===== config.mk =====
export PLATFORM = sky130hd
export DESIGN_NAME = hazard_ctrl
export DESIGN_NICKNAME = d
export VERILOG_FILES = /design/src/rtl/hazard_ctrl.sv
export SDC_FILE = /design/constraint.sdc
export NUM_CORES = 1
export LEC_CHECK = 0
export BUFFER_PORTS_ARGS = -buffer_cell sky130_fd_sc_hd__buf_2
export CAP_MARGIN = 0
export CORE_ASPECT_RATIO = 2
export CORE_UTILIZATION = 33
export DETAILED_ROUTE_END_ITERATION = 16
export SLEW_MARGIN = 20
export SYNTH_ARGS = -nofsm -noshare
export SYNTH_HDL_FRONTEND = slang
export SYNTH_SLANG_ARGS = --single-unit

===== constraint.sdc =====
create_clock -name clk -period 2.3 [get_ports clk]
set_input_delay 0.23 -clock clk [delete_from_list [all_inputs] [get_ports clk]]
set_output_delay 0.23 -clock clk [all_outputs]
set_load 0.03 [all_outputs]

===== src/rtl/hazard_ctrl.sv =====
// hazard_ctrl - pipeline hazard controller for a 5-stage in-order core.
//   Detects load-use hazards, sequences branch flushes and freezes the
//   pipeline while the data memory is busy, with a stall watchdog.
// Ports:
//   clk, reset               : clock, synchronous active-high reset
//   id_opcode, id_rs1/rs2    : instruction in ID (opcode and source fields)
//   ex_rd, ex_memread        : destination / load flag of instruction in EX
//   ex_branch_taken          : branch in EX resolved taken
//   mem_busy                 : data memory freeze request
//   stall_pc/ifid/idex       : hold PC, IF/ID, ID/EX
//   bubble_idex              : insert NOP into ID/EX
//   flush_ifid/idex          : invalidate IF/ID, ID/EX
//   state                    : FSM state (RUN=0, STALL=1, FLUSH=2)
//   stall_err                : sticky stall-watchdog flag
//   stall_cnt, flush_cnt     : performance counters
// Build option: define HAZARD_PERF_CNT_EN to include the performance
//   counters; otherwise stall_cnt/flush_cnt read as zero.
module hazard_ctrl #(
  parameter int unsigned FLUSH_CYCLES = 2,
  parameter int unsigned MAX_STALL    = 255,
  parameter int unsigned CNT_W        = 16
) (
  input  logic             clk,
  input  logic             reset,
  input  logic [6:0]       id_opcode,
  input  logic [4:0]       id_rs1,
  input  logic [4:0]       id_rs2,
  input  logic [4:0]       ex_rd,
  input  logic             ex_memread,
  input  logic             ex_branch_taken,
  input  logic             mem_busy,
  output logic             stall_pc,
  output logic             stall_ifid,
  output logic             stall_idex,
  output logic             bubble_idex,
  output logic             flush_ifid,
  output logic             flush_idex,
  output logic [1:0]       state,
  output logic             stall_err,
  output logic [CNT_W-1:0] stall_cnt,
  output logic [CNT_W-1:0] flush_cnt
);

  localparam int unsigned FCNT_W = 4;
  localparam int unsigned SCNT_W = (MAX_STALL < 2) ? 1 : $clog2(MAX_STALL + 1);

  localparam logic [6:0] OP_IMM    = 7'b0010011;
  localparam logic [6:0] OP_LOAD   = 7'b0000011;
  localparam logic [6:0] OP_STORE  = 7'b0100011;
  localparam logic [6:0] OP_BRANCH = 7'b1100011;
  localparam logic [6:0] OP_REG    = 7'b0110011;

  typedef enum logic [1:0] {
    RUN   = 2'd0,
    STALL = 2'd1,
    FLUSH = 2'd2
  } state_e;

  state_e              state_q, state_d;
  logic [FCNT_W-1:0]   fcnt_q, fcnt_d;
  logic [SCNT_W-1:0]   scnt_q, scnt_d;
  logic                stall_err_q, stall_err_d;

  logic use_rs1, use_rs2, lu;

  always_comb begin
    use_rs1 = 1'b0;
    use_rs2 = 1'b0;
    case (id_opcode)
      OP_IMM, OP_LOAD: use_rs1 = 1'b1;
      OP_STORE, OP_BRANCH, OP_REG: begin
        use_rs1 = 1'b1;
        use_rs2 = 1'b1;
      end
      default: ;
    endcase
    lu = ex_memread && (ex_rd != 5'd0) &&
         ((use_rs1 && (id_rs1 == ex_rd)) || (use_rs2 && (id_rs2 == ex_rd)));
  end

  always_comb begin
    stall_pc    = 1'b0;
    stall_ifid  = 1'b0;
    stall_idex  = 1'b0;
    bubble_idex = 1'b0;
    flush_ifid  = 1'b0;
    flush_idex  = 1'b0;
    state_d     = state_q;
    fcnt_d      = fcnt_q;
    scnt_d      = '0;
    stall_err_d = stall_err_q | (scnt_q == SCNT_W'(MAX_STALL));

    case (state_q)
      // STALL with the freeze released decodes exactly like RUN, so both
      // share one branch; only the watchdog count depends on being in STALL.
      RUN, STALL: begin
        if (mem_busy) begin
          stall_pc   = 1'b1;
          stall_ifid = 1'b1;
          stall_idex = 1'b1;
          state_d    = STALL;
          if (state_q == STALL) begin
            scnt_d = (scnt_q == SCNT_W'(MAX_STALL)) ? scnt_q : scnt_q + SCNT_W'(1);
          end
        end else if (ex_branch_taken) begin
          flush_ifid = 1'b1;
          flush_idex = 1'b1;
          if (FLUSH_CYCLES > 1) begin
            state_d = FLUSH;
            fcnt_d  = FCNT_W'(FLUSH_CYCLES - 1);
          end else begin
            state_d = RUN;
          end
        end else begin
          state_d = RUN;
          if (lu) begin
            stall_pc    = 1'b1;
            stall_ifid  = 1'b1;
            bubble_idex = 1'b1;
          end
        end
      end
      FLUSH: begin
        if (mem_busy) begin
          stall_pc   = 1'b1;
          stall_ifid = 1'b1;
          stall_idex = 1'b1;
        end else begin
          flush_ifid = 1'b1;
          if (fcnt_q <= FCNT_W'(1)) begin
            state_d = RUN;
            fcnt_d  = '0;
          end else begin
            fcnt_d = fcnt_q - FCNT_W'(1);
          end
        end
      end
      default: begin
        state_d = RUN;
        fcnt_d  = '0;
      end
    endcase

    if (reset) begin
      stall_pc    = 1'b0;
      stall_ifid  = 1'b0;
      stall_idex  = 1'b0;
      bubble_idex = 1'b0;
      flush_ifid  = 1'b0;
      flush_idex  = 1'b0;
    end
  end

  always_ff @(posedge clk) begin
    if (reset) begin
      state_q     <= RUN;
      fcnt_q      <= '0;
      scnt_q      <= '0;
      stall_err_q <= 1'b0;
    end else begin
      state_q     <= state_d;
      fcnt_q      <= fcnt_d;
      scnt_q      <= scnt_d;
      stall_err_q <= stall_err_d;
    end
  end

  assign state     = state_q;
  assign stall_err = stall_err_q;

`ifdef HAZARD_PERF_CNT_EN
  logic [CNT_W-1:0] stall_cnt_q, stall_cnt_d;
  logic [CNT_W-1:0] flush_cnt_q, flush_cnt_d;

  always_comb begin
    stall_cnt_d = stall_cnt_q;
    flush_cnt_d = flush_cnt_q;
    if (stall_pc && (stall_cnt_q != '1)) begin
      stall_cnt_d = stall_cnt_q + CNT_W'(1);
    end
    if (flush_ifid && (flush_cnt_q != '1)) begin
      flush_cnt_d = flush_cnt_q + CNT_W'(1);
    end
  end

  always_ff @(posedge clk) begin
    if (reset) begin
      stall_cnt_q <= '0;
      flush_cnt_q <= '0;
    end else begin
      stall_cnt_q <= stall_cnt_d;
      flush_cnt_q <= flush_cnt_d;
    end
  end

  assign stall_cnt = stall_cnt_q;
  assign flush_cnt = flush_cnt_q;
`else
  assign stall_cnt = '0;
  assign flush_cnt = '0;
`endif

endmodule


==> summary.txt <==
Logic synthesis
  – XOR/XNOR Fraction of Synth Area: about 13%
  – Flops & latches, synth: 15
  – Main combinational cell family by area after synthesis: buffers and inverters
  – Yosys cell types: 34
  – Complex-gate fraction of the synthesized area: about a tenth
  – Register area share after synthesis: 26.8%
  – Post-synth top area share: a little over a quarter
  – Post-synthesis mux area share: 0.894%
  – Synth Area in Adders: 3.35%
  – Post-synthesis cell count: between 100 and 150
  – Post-synth top area cell: dfxtp_1
  – Synthesized cell area: 0.00112 mm2
  – Avg Cell Area, Syn: 8.06 um2
  – Simple-gate share of the synthesized area: 21.3%
  – YS warnings: 0
  – Ranking of synthesized cells by area: dfxtp_1, buf_4, xor2_1

Timing
  – Setup TNS Final: 0 ns
  – Final Max Slew Viols: 0
  – # setup viols final: 0
  – RSZ-0062 raised after global routing: no
  – Fmax: 535 MHz
  – Final Hold Violating Endpoints: 0
  – Clk_skew: roughly 0.0023 ns
  – Fin Hold WS: 0.262 ns
  – Final min period: 1.87 ns
  – Fin crit share: between 80 and 90%

Detailed routing
  – Avg WL per Cell: 9.69 um
  – First-pass DRT Iterations: 3
  – Final antenna-violating net count: 0
  – Routed wl met2: 1.01 mm
  – Max Used Layer: met4
  – Wire length on met3: 199 um
  – Drt initial violations: 7
  – # DRC: 0
  – Routed metal-1 wirelength: roughly 740 um
  – Via count: 930
  – Vias/cell: 4.51
  – Routed wire length: 2.00 mm

Worst setup path
  – Top delay family on crit path: simple AND/OR/NAND/NOR gates
  – CP max stage delay: 0.38 ns
  – CP endpoint kind: output port
  – CP cell instances: nor4b_1 > nand4_1 > a211oi_1 > and2_1 > buf_2
  – Worst reg2reg startpoint: scnt_q[0]$_SDFFE_PP0N_
  – Startpoint Class: flop
  – Worst-path fanout max: 9
  – Worst EP arrival: 1.64 ns
  – CP max stage cell: dfxtp_1
  – Reg2Reg Setup Slack: 0.92 ns
  – Critical Path RT: slightly above 2 ns
  – Crit Path Class: flop to output port
  – Critical Path Stages: 5
  – WP buf/inv: 1
  – FF-to-FF End: scnt_q[3]$_SDFFE_PP0N_
  – FF-to-FF path depth: 5

Layout
  – Post-Layout Inst Area: ~0.0012 mm2
  – P&R area growth vs syn: 11.2%
  – Fin nets: 206
  – Diode count: 0
  – Commonest cells after routing, fill and taps aside: buf_2, conb_1, dfxtp_1
  – Share of layout cells above drive strength 1: between 20% and 30%
  – Most common cell after layout, fill and taps aside: buf_2

Power and ir drop
  – Net Sw Power: 0.000240 W
  – Internal power: between 0.0004 and 0.0005 W
  – Pleak: 0.624 nW
  – Comb pwr share: a little over a quarter
  – Pwr dens: between 500 and 600 mW/mm2
  – Sw Share: 35.3%
  – Flop pwr share: 41.2%
  – Clk pwr share: 31.6%
  – Max IR drop VDD: 335 uV

GRT
  – First-pass GRT wire length: about 3.2 mm
  – Pin count of the biggest net entering global routing: 10
  – GRT Overall Usage: 11.2%
  – Vias in the first global route: about 800
  – Initial antenna violation count: 0
  – Grt total ovfl: 0

Floorplan
  – Core area: between 0.003 and 0.004 mm2
  – Die area: about 0.0036 mm2
  – Die Span Y: 84.4 um
  – IO Pins: 68
  – Die width: 43.2 um
  – Row count: 29
  – Initial cell density of the core: 35.1%

Place
  – Routability cong.: 0.756
  – Dpl hpwl: 1.67 mm
  – DP Area: 0.00120 mm2
  – Port-buffer cells: 35

Clock network
  – Longest Clk Path Bufs: 2
  – Htree depth: 1
  – Worst-Skew Late Latency: 0.25 ns
  – Clock buffer count from CTS: 3
  – Setup bufs post-CTS: 0
  – Clock Pin Slew Worst Setup and Hold Paths: 0.06 ns
  – CTS Hold Bufs: 0
  – Root buf cell: clkbuf_8
  – # resized after CTS: 0
  – Clk sinks: 15
  – TritonCTS clock tree: yes

Hold path
  – Worst Hold Class: primary input to flop
  – Hold Crit Depth: 2
  – Min-delay src: reset
  – WHS Endpoint: stall_err$_SDFF_PP0_

Flow run
  – Max-Cap Viols: 0

Outcome
  – Status: completed
-- final cells by class --
| cell class | count | area [um2] |
|---|---|---|
| clock buffer | 3 | 41.3 |
| clock inverter | 1 | 5.00 |
| fill | 344 | 1950 |
| inverter | 6 | 22.5 |
| multi-input combinational | 115 | 662 |
| sequential | 15 | 300 |
| tap | 31 | 38.8 |
| timing repair buffer | 35 | 175 |
-- logic make-up (layout without fill, tap and decap cells) --
family          Yosys count  count (layout)
fa+ha+maj                 3               3
buf+inv                  40              45
other cells               1              32
xor+xnor                 16              16
mux                       1               1
compound gates           19              19
simple gates             44              44
flops                    15              15
-- per-layer routing --
| metal | up-vias | global-route usage (%) |
|---|---|---|
| li1 | 477 | - |
| met2 | 50 | 20.2 |
| met5 | - | 0 |
| met1 | 398 | 11.0 |
| met4 | 0 | 6.61 |
| met3 | 5 | 2.37 |
-- worst max-delay path by stage --
stage / slack, ns / start / to
6_report: 0.43 / state[1]$_SDFFE_PP0P_ / bubble_idex
5_1_grt: 0.25 / state[1]$_SDFFE_PP0P_ / bubble_idex
4_1_cts: 0.39 / state[1]$_SDFFE_PP0P_ / stall_ifid
3_5_place_dp: 0.55 / ex_rd[1] / stall_ifid
3_3_place_gp: 0.55 / ex_rd[1] / stall_pc
2_1_floorplan: 0.13 / state[1]$_SDFFE_PP0P_ / stall_pc
-- Yosys cell counts --
cell      number
mux2i_1        1
a31oi_1        2
o21ai_0        2
and3_1         3
nand4_1        2
a21o_1         1
and2_1         2
xnor2_1        3
o31ai_1        2
nor4_2         1
nand2b_1       1
or4_1          1
dfxtp_1       15
xor2_1        13
nand4_2        1
buf_4         33
nor2_1        12
nor4_1         1
or2_1          1
nor3_1         6
a211oi_1       3
clkbuf_1       1
o21ai_1        1
o211ai_1       1
inv_1          6
nand2_1        5
a21oi_1        7
and2b_1        1
nor2b_1        1
nand3_1        4
nor4b_1        1
nor3b_1        1
conb_1         1
ha_1           3
-- state kept, by name, summed over array words and instances (netlist names) --
signal,count
state,2
fcnt_q,4
stall_err,1
scnt_q,8
-- stage by stage --
stage,total power [W],cells,setup WS [ns],utilization (%)
after floorplan,0.000469,170,0.133,-
after global placement,0.000472,202,0.547,37.5
after detailed placement,0.000472,202,0.551,37.5
after CTS,0.000688,206,0.395,39.0
after global routing,0.000721,206,0.249,39.0
final,0.000682,206,0.431,39.0
-- power groups by stage --
stage	Sequential (W)	Combinational [W]	Clock [W]
5_1_grt	0.000283	0.000202	0.000237
3_3_place_gp	0.000287	0.000185	0
4_1_cts	0.000281	0.000186	0.000221
2_1_floorplan	0.000290	0.000179	0
6_report	0.000281	0.000185	0.000215
3_5_place_dp	0.000287	0.000185	0
No activity file was read; power rests on OpenSTA's default activity.
